**src/rtl/rename_map_stage.sv**
```systemverilog
// rename_map_stage: two-wide register rename between decode and dispatch.
// Keeps a speculative RAT (updated as groups are renamed) and an architectural
// RAT (updated on commit); rollback copies the architectural map back over the
// speculative one. Optional build macro RENAME_STALL_CNT_EN adds a stall counter.
//
// Handshake: a group transfers on the input side when in_ready is high in the
// same cycle as any in_valid bit; the registered output group transfers when
// out_valid is non-zero and out_ready is high.

`ifndef ROB_STATE_IDLE
`define ROB_STATE_IDLE     2'd0
`endif
`ifndef ROB_STATE_ROLLBACK
`define ROB_STATE_ROLLBACK 2'd1
`endif
`ifndef ROB_STATE_WALK
`define ROB_STATE_WALK     2'd2
`endif

module rename_map_stage #(
    parameter int ARCH_REGS = 32,
    parameter int PREG_W    = 6,
    localparam int AREG_W   = $clog2(ARCH_REGS)
) (
    input  logic              clock,
    input  logic              reset_n,
    input  logic [1:0]        in_valid,
    output logic              in_ready,
    input  logic [AREG_W-1:0] in0_rs1,
    input  logic [AREG_W-1:0] in0_rs2,
    input  logic [AREG_W-1:0] in0_rd,
    input  logic              in0_wen,
    input  logic [AREG_W-1:0] in1_rs1,
    input  logic [AREG_W-1:0] in1_rs2,
    input  logic [AREG_W-1:0] in1_rd,
    input  logic              in1_wen,
    output logic              req0_valid,
    output logic              req1_valid,
    input  logic [PREG_W-1:0] req0_data,
    input  logic [PREG_W-1:0] req1_data,
    input  logic              freelist_can_alloc,
    output logic [1:0]        out_valid,
    input  logic              out_ready,
    output logic [PREG_W-1:0] out0_prs1,
    output logic [PREG_W-1:0] out0_prs2,
    output logic [PREG_W-1:0] out0_prd,
    output logic [PREG_W-1:0] out0_old_prd,
    output logic [PREG_W-1:0] out1_prs1,
    output logic [PREG_W-1:0] out1_prs2,
    output logic [PREG_W-1:0] out1_prd,
    output logic [PREG_W-1:0] out1_old_prd,
    input  logic              commit0_valid,
    input  logic              commit1_valid,
    input  logic [AREG_W-1:0] commit0_rd,
    input  logic [AREG_W-1:0] commit1_rd,
    input  logic [PREG_W-1:0] commit0_prd,
    input  logic [PREG_W-1:0] commit1_prd,
    input  logic [PREG_W-1:0] commit0_old_prd,
    input  logic [PREG_W-1:0] commit1_old_prd,
    output logic              write0_valid,
    output logic [PREG_W-1:0] write0_data,
    output logic              write1_valid,
    output logic [PREG_W-1:0] write1_data,
    input  logic [1:0]        rob_state
`ifdef RENAME_STALL_CNT_EN
    ,
    output logic [31:0]       stall_cnt
`endif
);

    logic [PREG_W-1:0] spec_rat [ARCH_REGS];
    logic [PREG_W-1:0] arch_rat [ARCH_REGS];
    logic [PREG_W-1:0] arch_next [ARCH_REGS];

    logic is_idle, is_rollback, fire, need0, need1;
    logic [PREG_W-1:0] new0, new1, old0, old1;
    logic [PREG_W-1:0] prs0_1, prs0_2, prs1_1, prs1_2;

    // Handshake, allocation requests and freelist return ports
    always_comb begin
        is_idle      = (rob_state == `ROB_STATE_IDLE);
        is_rollback  = (rob_state == `ROB_STATE_ROLLBACK);
        in_ready     = is_idle & (~|out_valid | out_ready) & freelist_can_alloc;
        fire         = (|in_valid) & in_ready;
        // x0 never allocates, so its map entry stays at tag 0 forever
        need0        = in_valid[0] & in0_wen & (in0_rd != '0);
        need1        = in_valid[1] & in1_wen & (in1_rd != '0);
        req0_valid   = fire & (need0 | need1);
        req1_valid   = fire & need0 & need1;
        write0_valid = commit0_valid & (commit0_rd != '0);
        write0_data  = commit0_old_prd;
        write1_valid = commit1_valid & (commit1_rd != '0);
        write1_data  = commit1_old_prd;
    end

    // Tag lookup with slot0 -> slot1 bypass inside the group
    always_comb begin
        new0   = need0 ? req0_data : '0;
        new1   = '0;
        if (need1) new1 = need0 ? req1_data : req0_data;
        old0   = need0 ? spec_rat[in0_rd] : '0;
        old1   = '0;
        if (need1) old1 = (need0 && in1_rd == in0_rd) ? new0 : spec_rat[in1_rd];
        prs0_1 = spec_rat[in0_rs1];
        prs0_2 = spec_rat[in0_rs2];
        prs1_1 = (need0 && in1_rs1 == in0_rd) ? new0 : spec_rat[in1_rs1];
        prs1_2 = (need0 && in1_rs2 == in0_rd) ? new0 : spec_rat[in1_rs2];
    end

    // Architectural map after this cycle's commits; commit1 wins on equal rd
    always_comb begin
        for (int i = 0; i < ARCH_REGS; i++) arch_next[i] = arch_rat[i];
        if (write0_valid) arch_next[commit0_rd] = commit0_prd;
        if (write1_valid) arch_next[commit1_rd] = commit1_prd;
    end

    // Architectural RAT update
    always_ff @(posedge clock or negedge reset_n) begin
        if (!reset_n) begin
            for (int i = 0; i < ARCH_REGS; i++) arch_rat[i] <= PREG_W'(i);
        end else begin
            for (int i = 0; i < ARCH_REGS; i++) arch_rat[i] <= arch_next[i];
        end
    end

    // Speculative RAT: rollback restore, else rename writes (slot1 last)
    always_ff @(posedge clock or negedge reset_n) begin
        if (!reset_n) begin
            for (int i = 0; i < ARCH_REGS; i++) spec_rat[i] <= PREG_W'(i);
        end else if (is_rollback) begin
            for (int i = 0; i < ARCH_REGS; i++) spec_rat[i] <= arch_next[i];
        end else if (fire) begin
            if (need0) spec_rat[in0_rd] <= new0;
            if (need1) spec_rat[in1_rd] <= new1;
        end
    end

    // Output group register; walk holds it, rollback flushes it
    always_ff @(posedge clock or negedge reset_n) begin
        if (!reset_n) begin
            out_valid    <= '0;
            out0_prs1    <= '0;
            out0_prs2    <= '0;
            out0_prd     <= '0;
            out0_old_prd <= '0;
            out1_prs1    <= '0;
            out1_prs2    <= '0;
            out1_prd     <= '0;
            out1_old_prd <= '0;
        end else if (is_rollback) begin
            out_valid <= '0;
        end else if (fire) begin
            out_valid    <= in_valid;
            out0_prs1    <= prs0_1;
            out0_prs2    <= prs0_2;
            out0_prd     <= new0;
            out0_old_prd <= old0;
            out1_prs1    <= prs1_1;
            out1_prs2    <= prs1_2;
            out1_prd     <= new1;
            out1_old_prd <= old1;
        end else if (is_idle && out_ready) begin
            out_valid <= '0;
        end
    end

`ifdef RENAME_STALL_CNT_EN
    // Count cycles where decode offers a group that is not accepted
    always_ff @(posedge clock or negedge reset_n) begin
        if (!reset_n) begin
            stall_cnt <= '0;
        end else if (is_rollback) begin
            stall_cnt <= '0;
        end else if ((|in_valid) & ~in_ready) begin
            stall_cnt <= stall_cnt + 32'd1;
        end
    end
`endif

endmodule

```
**config.mk**
```make
export PLATFORM = sky130hd
export DESIGN_NAME = rename_map_stage
export DESIGN_NICKNAME = d
export VERILOG_FILES = /design/src/rtl/rename_map_stage.sv
export SDC_FILE = /design/constraint.sdc
export NUM_CORES = 1
export LEC_CHECK = 0
export BUFFER_PORTS_ARGS = -buffer_cell sky130_fd_sc_hd__buf_2
export CORE_ASPECT_RATIO = 1.25
export CORE_MARGIN = 3
export CORE_UTILIZATION = 40
export DETAILED_ROUTE_END_ITERATION = 6
export PLACE_DENSITY = 0.58
export SLEW_MARGIN = 25
export SYNTH_ARGS = -nofsm -noshare
export SYNTH_HDL_FRONTEND = slang
export SYNTH_SLANG_ARGS = --single-unit
```
**constraint.sdc**
```tcl
create_clock -name clock -period 2.25 [get_ports clock]
set_input_delay 0.3375 -clock clock [delete_from_list [all_inputs] [get_ports clock]]
set_output_delay 0.3375 -clock clock [all_outputs]
set_load 0.03 [all_outputs]
```
# [After elaboration in Yosys (flattened, before gate mapping)]
# Index checks and enable logic that the tools add are counted.
# W data, S select, Z words.
[classes] reduce_logical=19 mux=49 bitwise_logic=23 add_sub_neg=0 n_lt_le_gt_ge=12 multipliers=0 shift=0 div_mod_pow=0 n_eq_ne=4
[ops] operator="$mux W192" n=8
[ops] operator="$bwmux W192" n=4
[ops] operator="$bmux W6 S5" n=6
[ops] operator="$mux W6" n=24
[ops] operator="$demux W6 S5" n=4
[ops] operator="$ge A6 B6 Y1 const B" n=8
[ops] operator="$not A5 Y6" n=8
[ops] operator="$lt A6 B1 Y1 const B" n=4
[ops] operator="$reduce_bool A5 Y1" n=4
[ops] operator="$eq A5 B5 Y1" n=3
[ops] operator="$and A1 B1 Y1" n=12
[ops] operator="$logic_and A1 B1 Y1" n=8
[ops] operator="$mux W2" n=3
[ops] operator="$reduce_or A2 Y1" n=2
[ops] operator="$reduce_bool A3 Y1" n=1
[ops] operator="$eq A2 B1 Y1 const B" n=1
[ops] operator="$logic_not A2 Y1" n=1
[ops] operator="$or A1 B1 Y1" n=2
[ops] operator="$reduce_and A2 Y1" n=1
[ops] operator="$reduce_bool A2 Y1" n=1
[ops] operator="$logic_not A1 Y1" n=1
[ops] operator="$not A1 Y1" n=1
[word_totals] word_cells=180 ramBits=0 reg_bits=434 n_memories=0 romBits=0 latchBits=0

# [Longest topological paths before layout]
# Gate-level depths: netlist (run 1).
[logic_depth] depth_word=13 mapped_depth=9 mapped_depth_nobuf=5

# [Worst setup path after synthesis (run 1)]
# OpenSTA, ideal clock, no wires.
[synth_path] path_type="register -> output" startpoint="register out_valid[1]" endpoint="output req1_valid" stages_incl_launch_ff=8 path_slack_ps=-93 t_required_ps=1913 path_buffers=3 t_arrival_ps=2005 cell_sequence="dfrtp_1 -> o21bai_1 -> and3_1 -> clkbuf_1 -> clkbuf_1 -> nand2_1 -> clkbuf_1 -> nor2_1"
[synth_between] elab_chain_cells=8
[synth_lines] element="from (decl)" line="42" rtl="output logic [1:0] out_valid,"
[synth_lines] element="from (signal assigned)" line="153" rtl="out_valid <= in_valid;"
[synth_lines] element="$reduce_or A2 Y1" line="83" rtl="in_ready = is_idle & (~|out_valid | out_ready) & freelist_can_alloc;"
[synth_lines] element="$logic_not A1 Y1" line="83"
[synth_lines] element="$or A1 B1 Y1" line="83"
[synth_lines] element="$and A1 B1 Y1 (2 in a row)" line="83"
[synth_lines] element="$and A1 B1 Y1" line="84" rtl="fire = (|in_valid) & in_ready;"
[synth_lines] element="$and A1 B1 Y1 (2 in a row)" line="89" rtl="req1_valid = fire & need0 & need1;"
[synth_lines] element="to (decl)" line="38" rtl="output logic req1_valid,"
# Every way passes these cells.

# [Worst setup path in the final report (run 1)]
# Ends and elaborated chain as after synthesis.

==> results of run 1 <==
[layer usage]
layer | track usage, % | wire length, um
met5 | 0 | 0
met4 | 30.1 | 17100
met3 | 9.08 | 16800
met2 | 59.6 | 76000
met1 | 44.0 | 59000
[final timing paths]
path / to / slack, ns / depth (start not counted)
max in group asynchronous: spec_rat[58] / 1.00 / 3
worst min-delay path: out0_prd[2] / 0.10 / 2
worst max-delay path: req1_valid / -0.04 / 6
worst min register to register: arch_rat[187] / 0.38 / 0
worst max register to register: out1_old_prd[3] / 0.01 / 6
min in group asynchronous: out0_prd[5] / 0.26 / 2
[cells by family (layout without fill, tap and decap cells)]
kind of cell              count (synthesis)  in the layout  synth area share [%]
buffers and inverters                   369            769                  4.64
muxes                                   948            948                  39.1
other                                     0              1                     0
AOI/OAI and AO/OA                       559            559                  12.3
DFF                                     434            434                  32.8
xor gates and xnor gates                 15             15                 0.390
and+or+nand+nor                         722            722                  10.8
[stage by stage]
stage          hold WS [ns]   TNS, ns
2_1_floorplan        0.0419  -0.00870
3_3_place_gp          0.351    -27.03
3_5_place_dp          0.343    -32.36
4_1_cts              0.0568    -0.110
5_1_grt              0.0810   -0.0703
6_report              0.104   -0.0359
[sequential cells by signal, indices dropped and copies added, names as in the netlist]
signal and cells:
arch_rat 192, spec_rat 192, out0_old_prd 6, out0_prd 6
out0_prs1 6, out0_prs2 6, out1_old_prd 6, out1_prd 6
out1_prs1 6, out1_prs2 6, out_valid 2
[cells in the final DEF (no fill, tap or decap), types with 13 or more instances in the layout]
cell type and instances:
buf_2 121, mux2_2 19, a221oi_1 28, clkbuf_16 49
clkinv_2 13, buf_4 455, dfstp_2 160, mux2i_1 632
and3_1 190, a21oi_1 208, nor2b_1 20, mux4_2 286
nand3_1 21, a221o_1 190, buf_12 83, nor3_1 24
dfrtp_1 271, a22oi_1 17, o21ai_0 32, a22o_1 13
nor2_1 236, nand2_1 139, o22ai_1 16
[worst register-to-register path, cell delays in order (launching register included)]
cell	delay [ns]
dfrtp_1	0.60
mux4_2	0.64
a221oi_1	0.31
a21oi_1	0.07
nor3_1	0.23
buf_4	0.20
o31ai_1	0.09
[cell type report]
cell class	instances	area share (%)
Multi-Input combinational cell	2244	51.4
Sequential cell	434	26.8
Timing Repair Buffer	667	14.1
Tap cell	1080	3.27
Clock buffer	63	3.26
Clock inverter	29	1.03
Inverter	10	0.0909
Antenna cell	1	0.00606
[power breakdown]
group	leakage [uW]	switching [uW]	internal [uW]	total [uW]
sequential	0.00507	3640	10400	14100
clock	0.000868	3780	5210	8990
combinational	0.0131	7150	6890	14000
[timing repair]
action                     CTS  global route
gates resized for setup     11            10
hold endpoints to repair    26             0
hold buffers                 2             0
buffers inserted             6             4
pin swaps                    2             4
setup endpoints to repair   18             6
gates cloned                 2             0
==> flow_metrics.py, run 1 <==
metrics = {
    "critical_path": {
        "setup.worst_path.end_class": "output pin",
        "cp_top_family": "simple AND/OR/NAND/NOR gates",
        "cp_num_buf_inv": 2,
        "cp.arrival_ns": 1.95,
        "critPathMaxFanout": 6,
        "crit_type": "flip-flop to output pin",
        "cpPeakStageDelay_ns": 0.40,
        "startpoint": "out_valid[1]",
        "required_ns": 1.91,
        "cp-start-kind": "flip-flop",
        "r2r_start": "spec_rat[177]",
        "cpMaxStageDelayCell": "dfrtp_1",
        "path_cells": "o21bai_2 > and3_4 > buf_12 > nand2_4 > nor2_4 > buf_6",
    },
    "synthesis": {
        "ys_top_cells_by_area": "dfrtp_1 (20%), mux4_2 (19%), mux2i_1 (19%), dfstp_2 (12%), a221o_1 (5.6%)",
        "netlist_top_cells_count": "mux2i_1 (638), mux4_2 (286), dfrtp_1 (274)",
        "syn-num-nets": 3135,
        "synth_flop_cell": "dfrtp_1",
        "yosysMostFrequentCell": "mux2i_1",
        "syn_area_mm2": 0.0337,
        "synth-edff-count": 0,
        "synthCells": 3047,
        "yosysWarnings": 0,
        "syn_avg_cell_area_um2": 11.1,
        "yosys.area.top_type": "dfrtp_1",
        "ys_seq_area_share_pct": 32.8,
        "synth_seq_cells": 434,
        "synth-async-reset-ratio_pct": 100,
        "yosysTopAreaCellShare_pct": 20.4,
        "ys_types": 67,
    },
    "power_and_ir_drop": {
        "p_leak_uw": 0.0191,
        "power_density_mw_per_mm2": 898,
        "power_uw": 37100,
        "max-vdd-ir-drop_mv": 0.657,
    },
    "place": {
        "place_congestion": 1.05,
        "dpl.hpwl_mm": 125,
        "place_ws_ns": -0.455,
        "port_buffers": 130,
        "dpl-instance-area_mm2": 0.0393,
        "dp.cells": 4421,
    },
    "timing": {
        "clock.fmax_mhz": 437,
        "slew_violations": 0,
        "max-slew-margin-rel_pct": 24.0,
        "finClkSkew_ns": 0.0438,
        "fin_ws_ns": -0.0359,
        "setup_violations": 1,
        "finalHoldViolCount": 0,
        "layout_worst_path_cycle_share_pct": 102,
        "worst_pin_slew_ns": 1.14,
        "fin_crit_ns": 2.29,
        "rsz0062_at_grt": "true",
    },
    "floorplanning": {
        "initial_core_util_pct": 40.5,
        "die_area_mm2": 0.0878,
        "die_w_um": 266,
        "die_y_um": 330,
        "rows": 118,
        "io_pins": 155,
        "core_mm2": 0.0831,
    },
    "cells_and_area": {
        "drive_gt1_share_pct": 36.6,
        "final_cells": 4528,
        "fill_cells": 7414,
        "design_area_mm2": 0.0413,
        "multi_input_area_mm2": 0.0212,
        "areaGrowthSynthToFinish_pct": 22.6,
        "seqCellArea_mm2": 0.0111,
        "fin_util_pct": 49.7,
        "finalNetCount": 3494,
    },
    "detailed_routing": {
        "drt-total-wl_mm": 169,
        "viasPerCell": 6.95,
        "num_vias": 31500,
        "wl_per_cell_um": 37.3,
        "first_pass_iters": 7,
        "drtAntennaViolNets": 0,
        "drtIter0Drc": 4048,
        "drc": 1,
    },
    "worst_hold_path": {
        "hp-class": "primary input to flip-flop",
        "min_from": "req0_data[2]",
    },
    "global_route": {
        "grt_usage_pct": 37.7,
        "grt_pass1_vias": 31000,
        "antenna_found_initial": 5,
        "grt_pass1_wl_mm": 236,
        "overflow": 0,
        "grt_max_degree": 129,
    },
    "outcome": {
        "status": "finished with violations",
        "failed_checks": "DRC, setup timing",
    },
    "cts": {
        "clock_latency_ns": 0.67,
        "cts_htree_levels": 2,
        "clockBufferDepth": 3,
        "clkTransAtPathRegs_ns": 0.06,
        "clkSinkCount": 434,
        "root_buffer": "clkbuf_16",
        "numCtsBuffers": 49,
        "cts_tree": "yes",
    },
    "run": {
        "maxCapViolations": 0,
    },
}
(Power assumes the default switching activity.)
==> run 2: changes to the inputs <==
==> constraint.sdc (replaced) <==
create_clock -name clock -period 2.25 [get_ports clock]
set_input_delay 0.45 -clock clock [delete_from_list [all_inputs] [get_ports clock]]
set_output_delay 0.45 -clock clock [all_outputs]
set_load 0.03 [all_outputs]
==> run 2 against run 1 <==
Effect of this change:
- first-iteration DRC count grew 5.1%
- critical path depth shrank 1
- wire length increased by 5.8%
- critical path type unchanged
- register-to-register slack got worse by 0.07 ns
- clock power grew 4.8%
- clock skew fell by 0.014 ns
- global-route usage up 2.3 points
- die area stayed put
- utilization grew 0.27 points
- combinational power is 4% higher
- final area up 0.54%
- sequential power about the same
- the flow still finishes with violations (DRC, setup timing)
==> flow_metrics.py, run 2 (synthesized netlist as in run 1, its figures left out) <==
metrics = {
    "cells_and_area": {
        "top_regs": "arch_rat: 192 flops, spec_rat: 192 flops",
        "final_cells": 4536,
        "mostFrequentLayoutCells": "mux2i_1 (627), buf_4 (446), mux4_2 (286), dfrtp_1 (260), nor2_1 (234)",
        "multi_input_area_mm2": 0.0213,
        "fin_util_pct": 50.0,
        "drive_gt1_share_pct": 37.0,
        "seqCellArea_mm2": 0.0111,
        "final_common_cell": "mux2i_1",
        "finalNetCount": 3495,
        "fill_cells": 7478,
        "areaGrowthSynthToFinish_pct": 23.3,
    },
    "outcome": {
        "failed_checks": "DRC, setup timing",
        "status": "finished with violations",
    },
    "timing": {
        "layout_worst_path_cycle_share_pct": 103,
        "fin_crit_ns": 2.31,
        "slew_violations": 0,
        "max-slew-margin-rel_pct": 39.3,
        "clock.fmax_mhz": 433,
        "fin_ws_ns": -0.0573,
        "worst_pin_slew_ns": 0.907,
        "finClkSkew_ns": 0.0301,
        "rsz0062_at_grt": "true",
        "finalHoldViolCount": 0,
        "setup_violations": 8,
        "holdWs_ns": 0.0825,
    },
    "worst_hold_path": {
        "hold_end": "out_valid[1]",
        "min_from": "in_valid[1]",
        "hp-class": "primary input to flip-flop",
        "hold_depth": 2,
    },
    "detailed_routing": {
        "drtIter0Drc": 4254,
        "drt-total-wl_mm": 179,
        "drtAntennaViolNets": 0,
        "first_pass_iters": 7,
        "wl_per_cell_um": 39.4,
        "viasPerCell": 7.01,
        "num_vias": 31800,
        "drc": 1,
    },
    "critical_path": {
        "cp_top_family": "simple AND/OR/NAND/NOR gates",
        "reg2reg_depth": 5,
        "critPathMaxFanout": 2,
        "cp_num_buf_inv": 1,
        "setup.worst_path.end_class": "output pin",
        "cp.arrival_ns": 1.86,
        "cp-start-kind": "flip-flop",
        "reg2reg_slack_ns": -0.06,
        "r2r_end": "out0_prs1[0]",
        "cpPeakStageDelay_ns": 0.40,
        "cpMaxStageDelayCell": "dfrtp_1",
        "path_cells": "o21bai_2 > and3_4 > nand2_4 > nor2_4 > buf_6",
        "crit_type": "flip-flop to output pin",
        "required_ns": 1.80,
        "r2r_start": "spec_rat[6]",
    },
    "global_route": {
        "grt_pass1_wl_mm": 246,
        "grt_usage_pct": 40.0,
        "grt_max_degree": 110,
        "grt_pass1_vias": 31400,
        "antenna_found_initial": 3,
        "overflow": 0,
    },
    "cts": {
        "numCtsBuffers": 50,
        "clkTransAtPathRegs_ns": 0.07,
        "cts_tree": "yes",
        "clock_latency_ns": 0.65,
        "clkSinkCount": 434,
        "root_buffer": "clkbuf_16",
        "clockBufferDepth": 3,
        "cts_htree_levels": 2,
    },
    "floorplanning": {
        "rows": 118,
        "die_y_um": 330,
        "die_w_um": 266,
        "initial_core_util_pct": 40.5,
        "core_mm2": 0.0831,
        "die_area_mm2": 0.0878,
        "io_pins": 155,
    },
    "place": {
        "place_congestion": 1.06,
        "dp.cells": 4428,
        "port_buffers": 130,
        "dpl.hpwl_mm": 130,
    },
    "power_and_ir_drop": {
        "power_uw": 37800,
        "power_density_mw_per_mm2": 909,
        "p_leak_uw": 0.0191,
        "max-vdd-ir-drop_mv": 0.654,
    },
    "run": {
        "maxCapViolations": 0,
    },
}
## run 2: worst max-delay path by stage
| stage | depth (start not counted) | start | slack [ns] | endpoint |
|---|---|---|---|---|
| after floorplan | 8 | in_valid[0] | -0.06 | req1_valid |
| after global placement | 8 | in0_rd[0] | -0.57 | spec_rat[43] |
| after detailed placement | 8 | in0_rd[0] | -0.61 | spec_rat[42] |
| after CTS | 5 | out_valid[0] | -0.04 | req1_valid |
| after global routing | 5 | out_valid[0] | -0.08 | req1_valid |
| final | 5 | out_valid[0] | -0.06 | req1_valid |
## run 2: metrics by stage
stage,area (um2),TNS (ns),setup WS (ns)
global placement,39500,-77.29,-0.572
detailed placement,39500,-85.87,-0.613
floorplan,33800,-0.0582,-0.0573
finish,41500,-0.331,-0.0573
global route,41500,-0.214,-0.0811
CTS,41500,-0.0504,-0.0387
## run 2: cell type report
type	instances	area share, %
Clock inverter	24	1.08
Tap cell	1080	3.25
Timing Repair Buffer	667	14.2
Clock buffer	70	3.44
Multi-Input combinational cell	2244	51.2
Sequential cell	434	26.7
Inverter	10	0.0904
Antenna cell	7	0.0422
## run 2: worst register-to-register path: stages, from the launching register on
cell and delay [ns]:
dfrtp_1 0.47, mux4_2 0.55, mux4_2 0.60, mux2i_1 0.29
buf_4 0.20, o21ai_0 0.08
## run 2: repair_timing
item,CTS,global route
hold buffers,1,0
setup buffers,4,3
hold endpoints to repair,14,0
resized for setup,30,15
endpoints found under the setup margin,11,22
pin swaps,4,1
## run 2: power by group
part	switching, uW	total, uW	leakage [uW]	internal [uW]
Sequential	3430	13900	0.00506	10400
Combinational	7470	14500	0.0132	7010
Clock	3790	9420	0.000906	5630
Total	14700	37800	0.0191	23100
## run 2: metal layers
metal | up-vias | share of wire (%) | global-route usage, %
met5 | - | 0 | 0
met4 | 0 | 9.4 | 30.1
met3 | 650 | 9.4 | 8.33
met2 | 2362 | 46 | 64.4
met1 | 16100 | 35 | 47.2
li1 | 12600 | - | -
